<file path="src/rtl/sqrt_job_sequencer.sv">
// sqrt_job_sequencer
// Streams 8-bit operands through a small FIFO into an odd-subtraction
// square-root unit, one job at a time over its St/done handshake.
// Each returned root is range-checked, and the unit is guarded by a
// timeout. Operand, root and remainder are presented on a registered
// valid/ready output port.

module sqrt_job_sequencer #(
    parameter int DEPTH   = 4,   // operand FIFO entries, power of 2, 2..16
    parameter int TIMEOUT = 64   // St-to-done limit in cycles, >= 40
) (
    input  logic                     clk,
    input  logic                     rstN,
    // operand stream
    input  logic                     in_valid,
    output logic                     in_ready,
    input  logic [7:0]               in_data,
    // square-root unit handshake
    output logic                     sq_St,
    output logic [7:0]               sq_N,
    input  logic                     sq_done,
    input  logic [3:0]               sq_root,
    // result stream
    output logic                     out_valid,
    input  logic                     out_ready,
    output logic [7:0]               out_n,
    output logic [3:0]               out_root,
    output logic [7:0]               out_rem,
    output logic                     out_err,
    // status
    output logic                     busy,
    output logic [$clog2(DEPTH):0]   level
);

    localparam int AW = $clog2(DEPTH);
    localparam int LW = AW + 1;
    localparam int TW = $clog2(TIMEOUT) + 1;

    typedef enum logic [2:0] {
        S_IDLE,
        S_ISSUE,
        S_WAIT,
        S_CHECK,
        S_RELEASE
    } state_t;

    // ------------------------------------------------------------------
    // Registers
    // ------------------------------------------------------------------
    logic [7:0]    r_mem [DEPTH];
    logic [AW-1:0] r_wr_ptr;
    logic [AW-1:0] r_rd_ptr;
    logic [LW-1:0] r_level;

    state_t        r_state;
    state_t        w_state_next;

    logic [7:0]    r_sq_n;
    logic          r_sq_st;
    logic [TW-1:0] r_timer;
    logic [3:0]    r_root;
    logic          r_tmo;

    logic          r_out_valid;
    logic [7:0]    r_out_n;
    logic [3:0]    r_out_root;
    logic [7:0]    r_out_rem;
    logic          r_out_err;

    // ------------------------------------------------------------------
    // Handshake qualifiers
    // ------------------------------------------------------------------
    logic w_full;
    logic w_empty;
    logic w_push;
    logic w_pop;
    logic w_timeout_hit;
    logic w_load;

    assign w_full  = (r_level == LW'(DEPTH));
    assign w_empty = (r_level == '0);
    assign w_push  = in_valid && !w_full;

    // A new job is only taken once the unit has dropped done, so the
    // previous job's done tail can never be mistaken for a new result.
    assign w_pop = (r_state == S_IDLE) && !w_empty && !sq_done;

    assign w_timeout_hit = (r_state == S_WAIT) && !sq_done &&
                           (r_timer == TW'(TIMEOUT - 1));

    // The output register can take a new result when it is empty or being
    // drained in this same cycle.
    assign w_load = (r_state == S_CHECK) && (!r_out_valid || out_ready);

    // ------------------------------------------------------------------
    // Range check arithmetic, all at 9 bits so (15+1)^2 = 256 fits
    // ------------------------------------------------------------------
    logic [8:0] w_r9;
    logic [8:0] w_r1;
    logic [8:0] w_n9;
    logic [8:0] w_sq;
    logic [8:0] w_sq1;
    logic [8:0] w_diff;
    logic [7:0] w_rem;
    logic       w_err;

    assign w_r9   = {5'd0, r_root};
    assign w_r1   = w_r9 + 9'd1;
    assign w_n9   = {1'b0, r_sq_n};
    assign w_sq   = w_r9 * w_r9;
    assign w_sq1  = w_r1 * w_r1;
    assign w_diff = w_n9 - w_sq;
    assign w_rem  = (w_sq <= w_n9) ? w_diff[7:0] : 8'd0;
    // After a timeout the error is already set; the root checks are moot.
    assign w_err  = r_tmo || (w_sq > w_n9) || (w_sq1 <= w_n9);

    // ------------------------------------------------------------------
    // FIFO
    // ------------------------------------------------------------------

    // Operand storage; contents need no reset since occupancy is tracked
    // separately and stale entries are never read.
    always_ff @(posedge clk) begin
        if (w_push) begin
            r_mem[r_wr_ptr] <= in_data;
        end
    end

    // Pointers and occupancy; pointers wrap naturally at DEPTH.
    always_ff @(posedge clk or negedge rstN) begin
        if (!rstN) begin
            r_wr_ptr <= '0;
            r_rd_ptr <= '0;
            r_level  <= '0;
        end else begin
            if (w_push) begin
                r_wr_ptr <= r_wr_ptr + AW'(1);
            end
            if (w_pop) begin
                r_rd_ptr <= r_rd_ptr + AW'(1);
            end
            case ({w_push, w_pop})
                2'b10:   r_level <= r_level + LW'(1);
                2'b01:   r_level <= r_level - LW'(1);
                default: r_level <= r_level;
            endcase
        end
    end

    // ------------------------------------------------------------------
    // Job FSM
    // ------------------------------------------------------------------

    // State register.
    always_ff @(posedge clk or negedge rstN) begin
        if (!rstN) begin
            r_state <= S_IDLE;
        end else begin
            r_state <= w_state_next;
        end
    end

    // Next-state decode for the issue / wait / check / release cycle.
    always_comb begin
        w_state_next = r_state;
        case (r_state)
            S_IDLE:    if (w_pop) w_state_next = S_ISSUE;
            S_ISSUE:   w_state_next = S_WAIT;
            S_WAIT:    if (sq_done || w_timeout_hit) w_state_next = S_CHECK;
            S_CHECK:   if (w_load) w_state_next = S_RELEASE;
            S_RELEASE: if (!sq_done) w_state_next = S_IDLE;
            default:   w_state_next = S_IDLE;
        endcase
    end

    // Job datapath: operand latch, start strobe, timer and root capture.
    always_ff @(posedge clk or negedge rstN) begin
        if (!rstN) begin
            r_sq_n  <= '0;
            r_sq_st <= 1'b0;
            r_timer <= '0;
            r_root  <= '0;
            r_tmo   <= 1'b0;
        end else begin
            if (w_pop) begin
                r_sq_n <= r_mem[r_rd_ptr];
            end

            // St rises leaving ISSUE and stays up through WAIT and any
            // CHECK stall; it drops when the result is handed off.
            if (r_state == S_ISSUE) begin
                r_sq_st <= 1'b1;
            end else if (w_load) begin
                r_sq_st <= 1'b0;
            end

            if (r_state == S_ISSUE) begin
                r_timer <= '0;
            end else if (r_state == S_WAIT) begin
                r_timer <= r_timer + TW'(1);
            end

            if (r_state == S_WAIT) begin
                if (sq_done) begin
                    r_root <= sq_root;
                    r_tmo  <= 1'b0;
                end else if (w_timeout_hit) begin
                    r_root <= '0;
                    r_tmo  <= 1'b1;
                end
            end
        end
    end

    // ------------------------------------------------------------------
    // Result output register
    // ------------------------------------------------------------------

    // Load on CHECK hand-off; hold while valid and not accepted.
    always_ff @(posedge clk or negedge rstN) begin
        if (!rstN) begin
            r_out_valid <= 1'b0;
            r_out_n     <= '0;
            r_out_root  <= '0;
            r_out_rem   <= '0;
            r_out_err   <= 1'b0;
        end else begin
            if (w_load) begin
                r_out_valid <= 1'b1;
                r_out_n     <= r_sq_n;
                r_out_root  <= r_root;
                r_out_rem   <= w_rem;
                r_out_err   <= w_err;
            end else if (r_out_valid && out_ready) begin
                r_out_valid <= 1'b0;
            end
        end
    end

    // ------------------------------------------------------------------
    // Outputs
    // ------------------------------------------------------------------
    assign in_ready  = !w_full;
    assign sq_St     = r_sq_st;
    assign sq_N      = r_sq_n;
    assign out_valid = r_out_valid;
    assign out_n     = r_out_n;
    assign out_root  = r_out_root;
    assign out_rem   = r_out_rem;
    assign out_err   = r_out_err;
    assign busy      = (r_state != S_IDLE) || !w_empty;
    assign level     = r_level;

endmodule

</file>
<file path="config.mk">
export PLATFORM = sky130hd
export DESIGN_NAME = sqrt_job_sequencer
export DESIGN_NICKNAME = d
export VERILOG_FILES = /design/src/rtl/sqrt_job_sequencer.sv
export SDC_FILE = /design/constraint.sdc
export NUM_CORES = 1
export LEC_CHECK = 0
export CORE_MARGIN = 4
export CORE_UTILIZATION = 52
export DETAILED_ROUTE_END_ITERATION = 12
export PLACE_DENSITY_LB_ADDON = 0.12
export SYNTH_ARGS = -nofsm -noshare
export SYNTH_HDL_FRONTEND = slang
export SYNTH_SLANG_ARGS = --single-unit
</file>
<file path="constraint.sdc">
create_clock -name clk -period 5.9 [get_ports clk]
set_input_delay 0.885 -clock clk [delete_from_list [all_inputs] [get_ports clk]]
set_output_delay 0.885 -clock clk [all_outputs]
set_load 0.02 [all_outputs]
</file>
* After elaboration in Yosys (flattened, before gate mapping)
Memories as Yosys holds them, arrays and structs flattened. A register that Yosys moved wholly into a read port is not among the register bits.
Cells that the tools add are included.
** Storage, ports and cells
- Output and inout port bits :: 36
- Memories kept :: 1
- Input bits :: 17
- Logic and storage cells :: 84
- Memory bits (writable) :: 32
- Register bits after elaboration :: 45
** Operators by class
- Reduce and logical (&&, ||, !) cells :: 27
- Multiply operators :: 2
- Mux-type cells :: 19
- Add/subtract/negate cells :: 7
- Eq/ne operators :: 12
- Magnitude comparators :: 3
** Memories
- r_mem :: depth 4, width 8, read ports 1, clocked after memory_dff 1, write ports 1, RTL line 50 : logic [7:0] r_mem [DEPTH];
** Operators by type and width (number)
- $pmux 3 s5 :: 1
- $mux 7 :: 2
- $mux 3 :: 4
- $reduce_bool 2->1 :: 5
- $le 9x8->1 :: 1
- $mul 5x5->9 :: 1
- $gt 8x8->1 :: 1
- $le 8x8->1 :: 1
- $mul 4x4->8 :: 1
- $mux 1 :: 8
- $mux 4 :: 2
- $mux 8 :: 1
- $ne 2x2->1 const B :: 4
- $sub 8x8->8 :: 1
- $add 7x1->7 const B :: 1
- $eq 7x6->1 const B :: 1
- $logic_and 1x1->1 :: 7
- $eq 3x2->1 const B :: 2
- $eq 3x3->1 const B :: 2
- $logic_not 3->1 :: 2
- $pmux 3 s2 :: 1
- $add 4x1->5 const B :: 1
- $logic_not 1->1 :: 5
- $logic_or 1x1->1 :: 5
- 9 further kinds :: 10

* Longest topological paths before layout
Gate-level depths: netlist (run 1).
- Word-level depth :: 6
- Mapped depth :: 19

* Worst setup path before layout (run 1)
No wires, ideal clock.
- Path kind :: register -> register
- From :: reg r_root[0]
- To :: reg r_out_err, in the netlist out_err
- Required time :: 5.824 ns
- Clock period less this slack :: 4.598 ns
- Cell stages (with the launch flop) :: 17
- Arrival :: 4.522 ns
- Slack :: 1.302 ns
- Cell sequence :: dfrtp_1 > inv_1 > ha_1 > or2_2 > fa_1 > fa_1 > fa_1 > inv_1 > ha_1 > a31oi_1 > o21ai_0 > xor2_1 > ha_1 > nand3_1 > or3_1 > a31o_2 > o21ai_1
** On the way
- Cells in the longest elaborated chain, start to end :: 4
** RTL lines
- from (decl) :: RTL line 61 : logic [3:0] r_root;
- from (signal assigned) :: RTL line 205 : r_root <= sq_root;
- $add 4x1->5 / $mul 4x4->8 (equally long branches) :: RTL line 108, 110
- $mul 5x5->9 / $gt 8x8->1 (equally long branches) :: RTL line 111, 115
- $le 9x8->1 / $logic_or 1x1->1 (equally long branches) :: RTL line 115 : assign w_err = r_tmo || (w_sq > w_n9) || (w_sq1 <= w_n9);
- $logic_or 1x1->1 (*) :: RTL line 115
- to (signal assigned) :: RTL line 233 : r_out_err <= w_err;
- to (decl) :: RTL line 68 : logic r_out_err;
Every way passes the cells marked *; elsewhere a longest branch is shown, timed or not.
A chain may end at the register's enable or synchronous reset.

* Worst setup path after layout (run 1)
Ends and elaborated chain as after synthesis.

==> Flow_metrics.wiki, run 1 <==
{| class="wikitable"
! Metric !! Value
|-
| Total DRC errors in the routed layout || 0
|-
| Antenna violations before repair || 0
|-
| Clock transition at the register clock pins on the worst setup and hold paths after CTS || approximately 0.10 ns
|-
| Total number of H-tree levels || 3
|-
| Final setup violation count || 0
|-
| Area fraction of the dominant cell type after synthesis || 0.295
|-
| Most common cell after layout, fill and taps aside || nand2_1
|-
| Longest Clk Path Bufs || 2
|-
| IO buf count || 52
|-
| Chip height || 101 um
|-
| Antenna diode count || 0
|-
| Skew-Pair Late Insertion Delay || 0.36 ns
|-
| Leakage component of the power || 2.28 nW
|-
| Core area || 8300 um^2
|-
| Run status || finished clean
|-
| Count of vias placed by the detailed router || 3028
|-
| Crit start category || register
|-
| Worst hold path depth || 2
|-
| Starting density of the core || 0.542
|-
| GRT met3 Usage || 0.0457
|-
| Number of buffers inserted by hold repair at cts || 0
|-
| Highest clock frequency the design can meet || around 200 MHz
|-
| TritonCTS clock tree || done
|-
| Fill cell count || 654
|-
| Seq cells post-synth || 85
|-
| Seq/Total Area, Yosys || 0.509
|-
| CTS sink cnt || 85
|-
| Share of final-layout standard cells stronger than drive strength 1 || 0.0802
|-
| Signed area change from the synthesized netlist to the final layout || 17.8%
|-
| Syn avg cell area || 11.5 um^2
|-
| Final critical path time including I/O delays and setup || 5.02 ns
|-
| Routing layer with the top usage in global route || met2
|-
| Post-Route WL || 8900 um
|-
| Number of pins exceeding their max-slew limit in the final report || 0
|-
| Count of final hold-check violations || 0
|-
| Worst clock skew on the final layout || 0.0167 ns
|-
| Count of cell types in the netlist || 55
|-
| Number of synthesized flops with an enable pin || 32
|-
| Main flop type after synthesis || dfrtp_1
|-
| Avg Vias per Cell || 5.47
|-
| Syn nets || 450
|-
| Final antenna-violating net count || 0
|-
| Worst Setup End Kind || register
|-
| Number of buffers inserted to repair setup after CTS || 0
|-
| Power density over cell area || between 600 and 700 nW/um^2
|-
| Area of the mapped netlist || 4490 um^2
|-
| Vias in the first global route || 3099
|-
| Highest fanout seen on the critical path || 11
|-
| Arrival time of the worst setup path || between 5 and 6 ns
|-
| Iteration-0 DRC count of the detailed router || 122
|-
| Slew at the pin closest to its max-slew limit || 0.886 ns
|-
| Rows || 33
|-
| Most frequent cells in the layout || 54 x nand2_1, 53 x dfrtp_1, 51 x clkdlybuf4s50_1
|-
| Instance count of the mapped netlist || 391
|-
| Placer Congestion || ~0.77
|-
| Placed wire-length estimate after detailed placement || 6510 um
|-
| Final clock period utilization by the worst path || 0.851
|-
| Met2 Resource Use GR || 0.317
|-
| Average routed wire per standard cell || 16.1 um
|-
| Maximum Capacitance Violations || 0
|-
| Combined area of the multi-input logic cells || 2040 um^2
|-
| Overall die width || 101 um
|-
| Final core area utilization || 0.638
|-
| Clk Tree Root Cell || clkbuf_8
|-
| Setup repair after global routing missed its margin || no
|-
| Resize count post-CTS || 0
|-
| Tightest slew margin relative to the limit || 0.407
|-
| Library cell occupying the most area in the post-synthesis netlist || dfrtp_1
|-
| Minimum setup slack after placement || ~0.91 ns
|-
| Fraction of registers with async set/reset || 0.624
|-
| Kind of critical path || register to register
|-
| Final critical-path setup slack || 0.881 ns
|-
| Top area cells in the synthesized netlist || dfrtp_1 30%, edfxtp_1 21%, ha_1 11%
|-
| Worst endpoint required time || 6.19 ns
|-
| First-pass GRT wire length || 15300 um
|-
| Die Footprint || 10200 um^2
|-
| Total global routing overflow || 0
|-
| Accumulated negative setup slack || 0 ns
|-
| FF/Latch Area || 2290 um^2
|-
| Maximum number of pins on one net before global-route repair || 54
|-
| Pre-Repair DR Iteration Count || 4
|-
| Tot GR Track Use || 0.192
|-
| Routing usage on met1 || 0.253
|-
| Largest vdd supply drop || 0.207 mV
|-
| Class of the worst hold path || register to register
|-
| Depth of the worst register-to-register path || 16
|-
| Nets || 503
|-
| Synth warnings || 0
|-
| Number of buffers created by CTS || 9
|-
| IO Count || 53
|}
-- layer usage --
metal	wire length, um	vias to the layer above
met5	0	-
met4	122	0
met3	424	10
met2	4320	60
met1	4030	1466
li1	-	1492
-- sequential cells by signal, indices dropped and copies added (netlist names) --
| register | flops |
|---|---|
| r_rd_ptr | 2 |
| r_state | 3 |
| r_mem | 32 |
| sq_N | 8 |
| r_tmo | 1 |
| r_root | 4 |
| sq_St | 1 |
| out_err | 1 |
| out_rem | 8 |
| out_n | 8 |
| out_root | 4 |
| r_timer | 7 |
| r_wr_ptr | 2 |
| out_valid | 1 |
| level | 3 |
-- logic make-up after synthesis --
kind of cell / count (synthesis) / share of synthesized area
simple gates: 114 / 0.135
xor+xnor: 21 / 0.0409
compound gates: 82 / 0.112
flops: 85 / 0.509
fa+ha+maj: 42 / 0.124
mux: 9 / 0.0423
buf+inv: 37 / 0.0365
other cells: 1 / 0.000834
-- area by class of cell --
cell class / count / share of cell area
Multi-Input combinational cell: 269 / 0.386
Sequential cell: 85 / 0.432
Timing Repair Buffer: 54 / 0.100
Inverter: 25 / 0.0177
Clock inverter: 7 / 0.0156
Clock buffer: 9 / 0.0234
Tap cell: 105 / 0.0248
-- synthesized netlist by cell type (2+ instances only) --
library cell	instances
o21a_1	2
nand4_1	4
clkbuf_1	3
nand3b_1	2
xnor2_1	12
xor2_1	9
buf_2	5
nand2_1	54
and3_1	6
buf_6	2
o21ai_0	39
nor2_1	10
nor2b_1	4
a21oi_1	11
fa_1	4
ha_1	38
a211oi_1	3
o21ai_1	2
o211ai_1	3
nand3_1	7
or3_1	2
inv_1	25
a31oi_1	2
a32o_1	4
nand2b_1	6
o31ai_1	2
a21o_1	5
and2_1	5
dfrtp_1	53
mux4_2	8
nor3_1	4
edfxtp_1	32
-- power by group --
| part | leakage [nW] | switching, W | internal [W] | total, W |
|---|---|---|---|---|
| Clock | 0.0980 | 0.000231 | 0.000202 | 0.000432 |
| Combinational | 1.23 | 0.000971 | 0.000822 | 0.00179 |
| Sequential | 0.953 | 0.000201 | 0.000820 | 0.00102 |
-- final timing paths --
kind                                  startpoint                      end  slack [ns]
hold reg to reg             out_n[3]$_DFFE_PN0P_     out_n[3]$_DFFE_PN0P_        0.49
setup / recovery           r_root[0]$_DFFE_PN0P_      out_err$_DFFE_PN0P_        0.88
setup reg to reg           r_root[0]$_DFFE_PN0P_      out_err$_DFFE_PN0P_        0.88
hold / removal              out_n[3]$_DFFE_PN0P_     out_n[3]$_DFFE_PN0P_        0.49
max in group asynchronous                   rstN  out_root[2]$_DFFE_PN0P_        4.78
min in group asynchronous                   rstN     out_n[1]$_DFFE_PN0P_        0.65
-- worst max-delay path: stages (launching register included) --
cell and delay, ns:
dfrtp_1 0.57, inv_1 0.15, ha_1 0.35, or2_2 0.35
fa_1 0.50, fa_1 0.51, fa_1 0.52, inv_1 0.04
ha_1 0.32, a31oi_1 0.27, o21ai_0 0.17, xor2_1 0.17
ha_1 0.31, nand3_1 0.09, or3_1 0.31, a31o_2 0.23
o21ai_1 0.10
-- metrics by stage --
step	area, um^2	total power [W]	hold slack [ns]	instances
after detailed placement	5090	0.00284	0.469	538
after floorplan	4490	0.00229	0.452	391
final	5290	0.00325	0.487	554
after global routing	5290	0.00356	0.514	554
after CTS	5290	0.00328	0.490	554
after global placement	5090	0.00277	0.460	538
No activity file was read; power rests on OpenSTA's default activity.
==> run 2: changes to the inputs <==
CORE_MARGIN = 1   (was 4)
==> Flow_metrics.wiki, run 2 (synthesized netlist as in run 1, its figures left out) <==
{| class="wikitable"
! Metric !! Value
|-
| Max reg flops || 32 (unchanged)
|-
| Worst clock skew on the final layout || 0.0122 ns (-0.00449 ns)
|-
| Routing usage on met1 || 0.285 (+0.0319)
|-
| Longest Clk Path Bufs || 2 (unchanged)
|-
| Most common cell after layout, fill and taps aside || nand2_1
|-
| Antenna diode count || 0 (unchanged)
|-
| IO Count || 53 (unchanged)
|-
| Power density over cell area || 611 nW/um^2 (-0.35%)
|-
| Highest fanout seen on the critical path || 11 (unchanged)
|-
| Minimum setup slack after placement || 0.906 ns (+0.0000570 ns)
|-
| Crit start category || register
|-
| Total number of H-tree levels || 3 (unchanged)
|-
| RR Startpoint || r_root[0]$_DFFE_PN0P_
|-
| Pre-Repair DR Iteration Count || 5 (+1)
|-
| Fill cell count || 638 (-2.4%)
|-
| Resize count post-CTS || 0 (unchanged)
|-
| Depth of the worst register-to-register path || 18 (+2)
|-
| Placer Congestion || 0.810 (+5.6%)
|-
| Maximum Capacitance Violations || 0 (unchanged)
|-
| Worst Setup End Kind || register
|-
| Overall die width || 95.0 um (-5.9%)
|-
| TritonCTS clock tree || done
|-
| Total global routing overflow || 0 (unchanged)
|-
| Routing layer with the top usage in global route || met2
|-
| Avg Vias per Cell || 5.48 (+0.26%)
|-
| Chip height || 95.0 um (-5.9%)
|-
| Clock transition at the register clock pins on the worst setup and hold paths after CTS || 0.09 ns (about the same)
|-
| Total Power Consumption || 0.00323 W (-0.47%)
|-
| Origin of the worst min-delay path || out_rem[7]$_DFFE_PN0P_
|-
| Post-Route WL || 8600 um (-3.4%)
|-
| Die Footprint || 9020 um^2 (-12%)
|-
| Number of buffers created by CTS || 9 (unchanged)
|-
| Share of final-layout standard cells stronger than drive strength 1 || 0.0757 (-0.00445)
|-
| Final clock period utilization by the worst path || 0.844 (-0.00630)
|-
| Most numerous cell on the critical path || fa_1
|-
| Final critical-path setup slack || 0.918 ns (+0.0372 ns)
|-
| Most frequent cells in the layout || 54 x nand2_1, 53 x dfrtp_1, 51 x clkdlybuf4s50_1
|-
| Setup repair after global routing missed its margin || no
|-
| Destination of the worst register-to-register timing path || out_err$_DFFE_PN0P_
|-
| Class of the worst hold path || register to register
|-
| Core area || 8300 um^2 (unchanged)
|-
| Largest vdd supply drop || 0.297 mV (+43%)
|-
| Skew-Pair Late Insertion Delay || 0.35 ns (about the same)
|-
| Antenna violations before repair || 0 (unchanged)
|-
| Reg-to-reg setup timing slack || 0.92 ns (+0.04 ns)
|-
| Leakage component of the power || 2.28 nW (about the same)
|-
| Arrival time of the worst setup path || 5.27 ns (-0.04 ns)
|-
| Kind of critical path || register to register
|-
| Cell Chain, Critical Path || and2_1 -> nand2_1 -> xor2_1 -> or2_2 -> fa_1 -> fa_1 -> fa_1 -> inv_1 -> ha_1 -> a21o_1 -> a21oi_1 -> xnor2_1 -> ha_1 -> a21o_1 -> a21oi_1 -> nand2_1 -> a31o_2 -> o21ai_1
|-
| Maximum number of pins on one net before global-route repair || 54 (unchanged)
|-
| Average routed wire per standard cell || 15.5 um (-3.4%)
|-
| First-pass GRT wire length || 14300 um (-6.3%)
|-
| Rows || 33 (unchanged)
|-
| FF/Latch Area || 2290 um^2 (unchanged)
|-
| Combined area of the multi-input logic cells || 2040 um^2 (unchanged)
|-
| Tightest slew margin relative to the limit || 0.405 (-0.00226)
|-
| Starting density of the core || 0.542 (unchanged)
|-
| Worst hold path depth || 2 (unchanged)
|-
| Count of vias placed by the detailed router || 3036 (+0.26%)
|-
| Final critical path time including I/O delays and setup || 4.98 ns (-0.0372 ns)
|-
| Final setup violation count || 0 (unchanged)
|-
| Slew at the pin closest to its max-slew limit || 0.889 ns (+0.00338 ns)
|-
| Final core area utilization || 0.637 (-0.000753)
|-
| Max stage delay cell, worst path || fa_1
|-
| Longest individual stage delay on the worst path || 0.56 ns (about the same)
|-
| IO buf count || 52 (unchanged)
|-
| Accumulated negative setup slack || 0 ns (unchanged)
|-
| Number of pins exceeding their max-slew limit in the final report || 0 (unchanged)
|-
| GRT met3 Usage || 0.0459 (+0.000219)
|-
| Total DRC errors in the routed layout || 0 (unchanged)
|-
| Tot GR Track Use || 0.211 (+0.0190)
|-
| Number of buffers inserted to repair setup after CTS || 0 (unchanged)
|-
| Placed wire-length estimate after detailed placement || 6330 um (-2.7%)
|-
| Signed area change from the synthesized netlist to the final layout || 17.6%
|-
| Met2 Resource Use GR || 0.339 (+0.0219)
|-
| Register with the most flip-flops || r_mem
|-
| Number of buffers inserted by hold repair at cts || 0 (unchanged)
|-
| Clk Tree Root Cell || clkbuf_8
|-
| Run status || finished clean
|-
| Count of final hold-check violations || 0 (unchanged)
|-
| Nets || 503 (unchanged)
|-
| Vias in the first global route || 2991 (-3.5%)
|-
| Worst endpoint required time || 6.18 ns (about the same)
|-
| Final antenna-violating net count || 0 (unchanged)
|-
| Iteration-0 DRC count of the detailed router || 127 (+4.1%)
|-
| CTS sink cnt || 85 (unchanged)
|-
| Highest clock frequency the design can meet || 201 MHz (+0.75%)
|-
| Hold Path End || out_rem[7]$_DFFE_PN0P_
|}
==> run 2: changes by cell type in the layout (fill, tap and decap cells not counted), sizes merged <==
cell / delta
clkbuf: +1
clkinvlp: -1
clkinv: +2
inv: -2
==> run 2: worst max-delay path: cells and delay by family, from the launching register on <==
family / cells / cell delay (ns)
adders and majority gates: 5 / 2.14
AOI/OAI and AO/OA: 6 / 1.11
and+or+nand+nor: 4 / 0.73
DFF: 1 / 0.55
xor gates and xnor gates: 2 / 0.35
buffers and inverters: 1 / 0.05
==> run 2: layout make-up <==
type                            count  area share
Timing Repair Buffer               54       0.100
Inverter                           25      0.0178
Clock inverter                      6      0.0118
Tap cell                          105      0.0249
Multi-Input combinational cell    269       0.387
Clock buffer                       10      0.0260
Sequential cell                    85       0.433
==> run 2: worst max-delay path by stage <==
| stage | from | endpoint | depth (start not counted) |
|---|---|---|---|
| finish | r_root[0]$_DFFE_PN0P_ | out_err$_DFFE_PN0P_ | 18 |
| global placement | r_root[0]$_DFFE_PN0P_ | out_err$_DFFE_PN0P_ | 16 |
| CTS | r_root[0]$_DFFE_PN0P_ | out_err$_DFFE_PN0P_ | 16 |
| floorplan | r_root[0]$_DFFE_PN0P_ | out_err$_DFFE_PN0P_ | 16 |
| global route | r_root[0]$_DFFE_PN0P_ | out_err$_DFFE_PN0P_ | 18 |
| detailed placement | r_root[0]$_DFFE_PN0P_ | out_err$_DFFE_PN0P_ | 16 |
==> run 2: routing by layer <==
| layer | wire (um) | part of all wire |
|---|---|---|
| met1 | 4100 | 0.48 |
| met2 | 4130 | 0.48 |
| met3 | 273 | 0.032 |
| met4 | 95 | 0.011 |
| met5 | 0 | 0 |
==> run 2: power by group <==
| group | internal (W) | switching [W] | leakage, nW |
|---|---|---|---|
| Combinational | 0.000826 | 0.000970 | 1.23 |
| Clock | 0.000206 | 0.000208 | 0.0976 |
| Sequential | 0.000820 | 0.000201 | 0.953 |
==> run 2: stage by stage <==
stage | hold slack (ns) | area, um^2 | instances
after detailed placement | 0.473 | 5090 | 538
after global placement | 0.461 | 5090 | 538
after CTS | 0.489 | 5290 | 554
final | 0.481 | 5290 | 554
after floorplan | 0.452 | 4490 | 391
after global routing | 0.509 | 5290 | 554
==> RTL change: new RTL, config.mk and constraints of run 1 <==
Set the parameter `TIMEOUT` to 128 (it was 64).
--- a/src/rtl/sqrt_job_sequencer.sv
+++ b/src/rtl/sqrt_job_sequencer.sv
@@ -8,5 +8,5 @@
 module sqrt_job_sequencer #(
     parameter int DEPTH   = 4,   // operand FIFO entries, power of 2, 2..16
-    parameter int TIMEOUT = 64   // St-to-done limit in cycles, >= 40
+    parameter int TIMEOUT = 128   // St-to-done limit in cycles, >= 40
 ) (
     input  logic                     clk,
Check against the original RTL: same outputs for any inputs over 10 cycles, from zero or initial values and one cycle with rstN low; that may be too few to reach the edited logic, so the function may still have changed.
==> RTL change against run 1 <==
Core utilization down 0.21 points; sequential cell count up 1; clock skew down 0.010 ns; clock power down 10%; sequential power about the same; power down 1.1%; via count up 0.63%; synthesized area up 0.61%; cell count down 0.18%; worst setup slack better by 0.080 ns; non-clock buffer count down 1; routed wire length about the same; final area up 0.17%; largest power group unchanged.
==> RTL change: results (changes against run 1) <==
synth top area cells=dfrtp_1 (30%), edfxtp_1 (21%), ha_1 (11%); layout cells sized above 1=7.59% (-0.43 points); Critical Path AT=5.21 ns (-0.10 ns); synthesis warning total=0 (unchanged); synth unique cells=51 (-7.3%); top cells by count, synth=dfrtp_1 (54), nand2_1 (51), ha_1 (38); clk_skew=0.00652 ns (-0.0102 ns); vias=3047 (+0.63%); DR pass1 iterations=4 (unchanged); clock root buffer=clkbuf_8; syn_nets=449 (-0.22%); Initial DRC Count=112 (-8.2%); cts repair resizes=0 (unchanged); global route overflow=0 (unchanged); port buffer count=52 (unchanged); Async SR Flop Fraction=62.8% (+0.44 points); cells after synthesis=390 (-0.26%); hpwl dp=6580 um (+1.0%); RD Place Congestion=0.911 (+19%); H-tree depth=3 (unchanged); Main synth FF type=dfrtp_1; fin nets=502 (-0.20%); DR WL/cell=16.1 um (+0.23%); outcome=completed; GRT Total Usage=19.0% (-0.17 points); EDFF count, synth=32 (unchanged); post-synthesis sequential area ratio=51.1% (+0.24 points); slew margin rel.=40.5% (-0.20 points); HP Class=flip-flop to flip-flop; Max Fanout on Critical Path=11 (unchanged); cell leakage power=2.27 nW (-0.36%); largest net degree at the start of global routing=55 (+1.9%); Clock Path Buffers=2 (unchanged); post-CTS setup buffers=0 (unchanged); filler instances=680 (+4.0%); Reg clk slew, reported paths=0.09 ns; CTS buffer count=9 (unchanged); max reg flops=32 (unchanged); antenna violations before repair=0 (unchanged); later-pin clock latency in the skew report=0.35 ns; first-pass GRT wire length=15000 um (-1.4%); via-per-instance ratio=5.51 (+0.81%); maximum vdd drop=222 uV (+7.4%); Biggest register=r_mem; Antenna Cells=0 (unchanged); DP Cell Count=537 (-0.19%)
## RTL change: stage by stage
step | worst slack (ns) | area (sq um) | hold WS (ns) | total power [mW]
floorplan | 1.28 | 4520 | 0.446 | 2.29
global placement | 1.09 | 5120 | 0.461 | 2.79
detailed placement | 0.984 | 5120 | 0.472 | 2.85
CTS | 0.936 | 5300 | 0.486 | 3.24
global route | 0.642 | 5300 | 0.506 | 3.51
finish | 0.961 | 5300 | 0.481 | 3.21
## RTL change: worst max-delay path: stages (launching register included)
cell and delay [ns]:
dfrtp_1 0.54, inv_1 0.13, ha_1 0.35, or2_2 0.35, fa_1 0.54, fa_1 0.45
fa_1 0.52, inv_1 0.04, ha_1 0.32, a31oi_1 0.23, o21ai_0 0.17, xor2_1 0.16
ha_1 0.31, nand3_1 0.09, or3_1 0.31, a31o_2 0.23, o21ai_0 0.13
## RTL change: per-layer routing
| metal | up-vias | global-route usage (%) | wire length [um] |
|---|---|---|---|
| met5 | - | 0 | 0 |
| met4 | 0 | 5.93 | 167 |
| met3 | 13 | 4.41 | 394 |
| met2 | 69 | 30.6 | 4190 |
| met1 | 1468 | 25.7 | 4140 |
| li1 | 1497 | - | - |
## RTL change: area by class of cell
cell class / instances / area share [%]
Timing Repair Buffer: 53 / 9.87
Tap cell: 105 / 2.48
Sequential cell: 86 / 43.6
Clock inverter: 6 / 0.850
Multi-Input combinational cell: 270 / 39.0
Inverter: 23 / 1.63
Clock buffer: 10 / 2.60
## RTL change: path summary, 6_finish.rpt
check,from,endpoint,slack (ns),cells past startpoint
worst max-delay path,r_root[0],out_err,0.96,16
worst min-delay path,r_timer[7],r_timer[7],0.48,1
worst max register to register,r_root[0],out_err,0.96,16
worst min register to register,r_timer[7],r_timer[7],0.48,1
max in group asynchronous,rstN,sq_N[4],4.79,2
min in group asynchronous,rstN,r_timer[4],0.65,2
## RTL change: cells by family (layout without fill, tap and decap cells)
group | count (synthesis) | after routing | synth area share, %
buf+inv | 34 | 92 | 3.18
compound gates | 76 | 76 | 10.5
xor+xnor | 22 | 22 | 4.26
other cells | 1 | 1 | 0.0829
simple gates | 115 | 115 | 13.2
flops | 86 | 86 | 51.1
mux | 14 | 14 | 5.40
fa+ha+maj | 42 | 42 | 12.3
## RTL change: report_power, final
part	total, mW	switching [mW]	leakage (nW)	internal, mW
logic	1.80	0.980	1.21	0.821
clock network	0.389	0.223	0.0865	0.166
registers	1.02	0.196	0.973	0.824
total	3.21	1.40	2.27	1.81
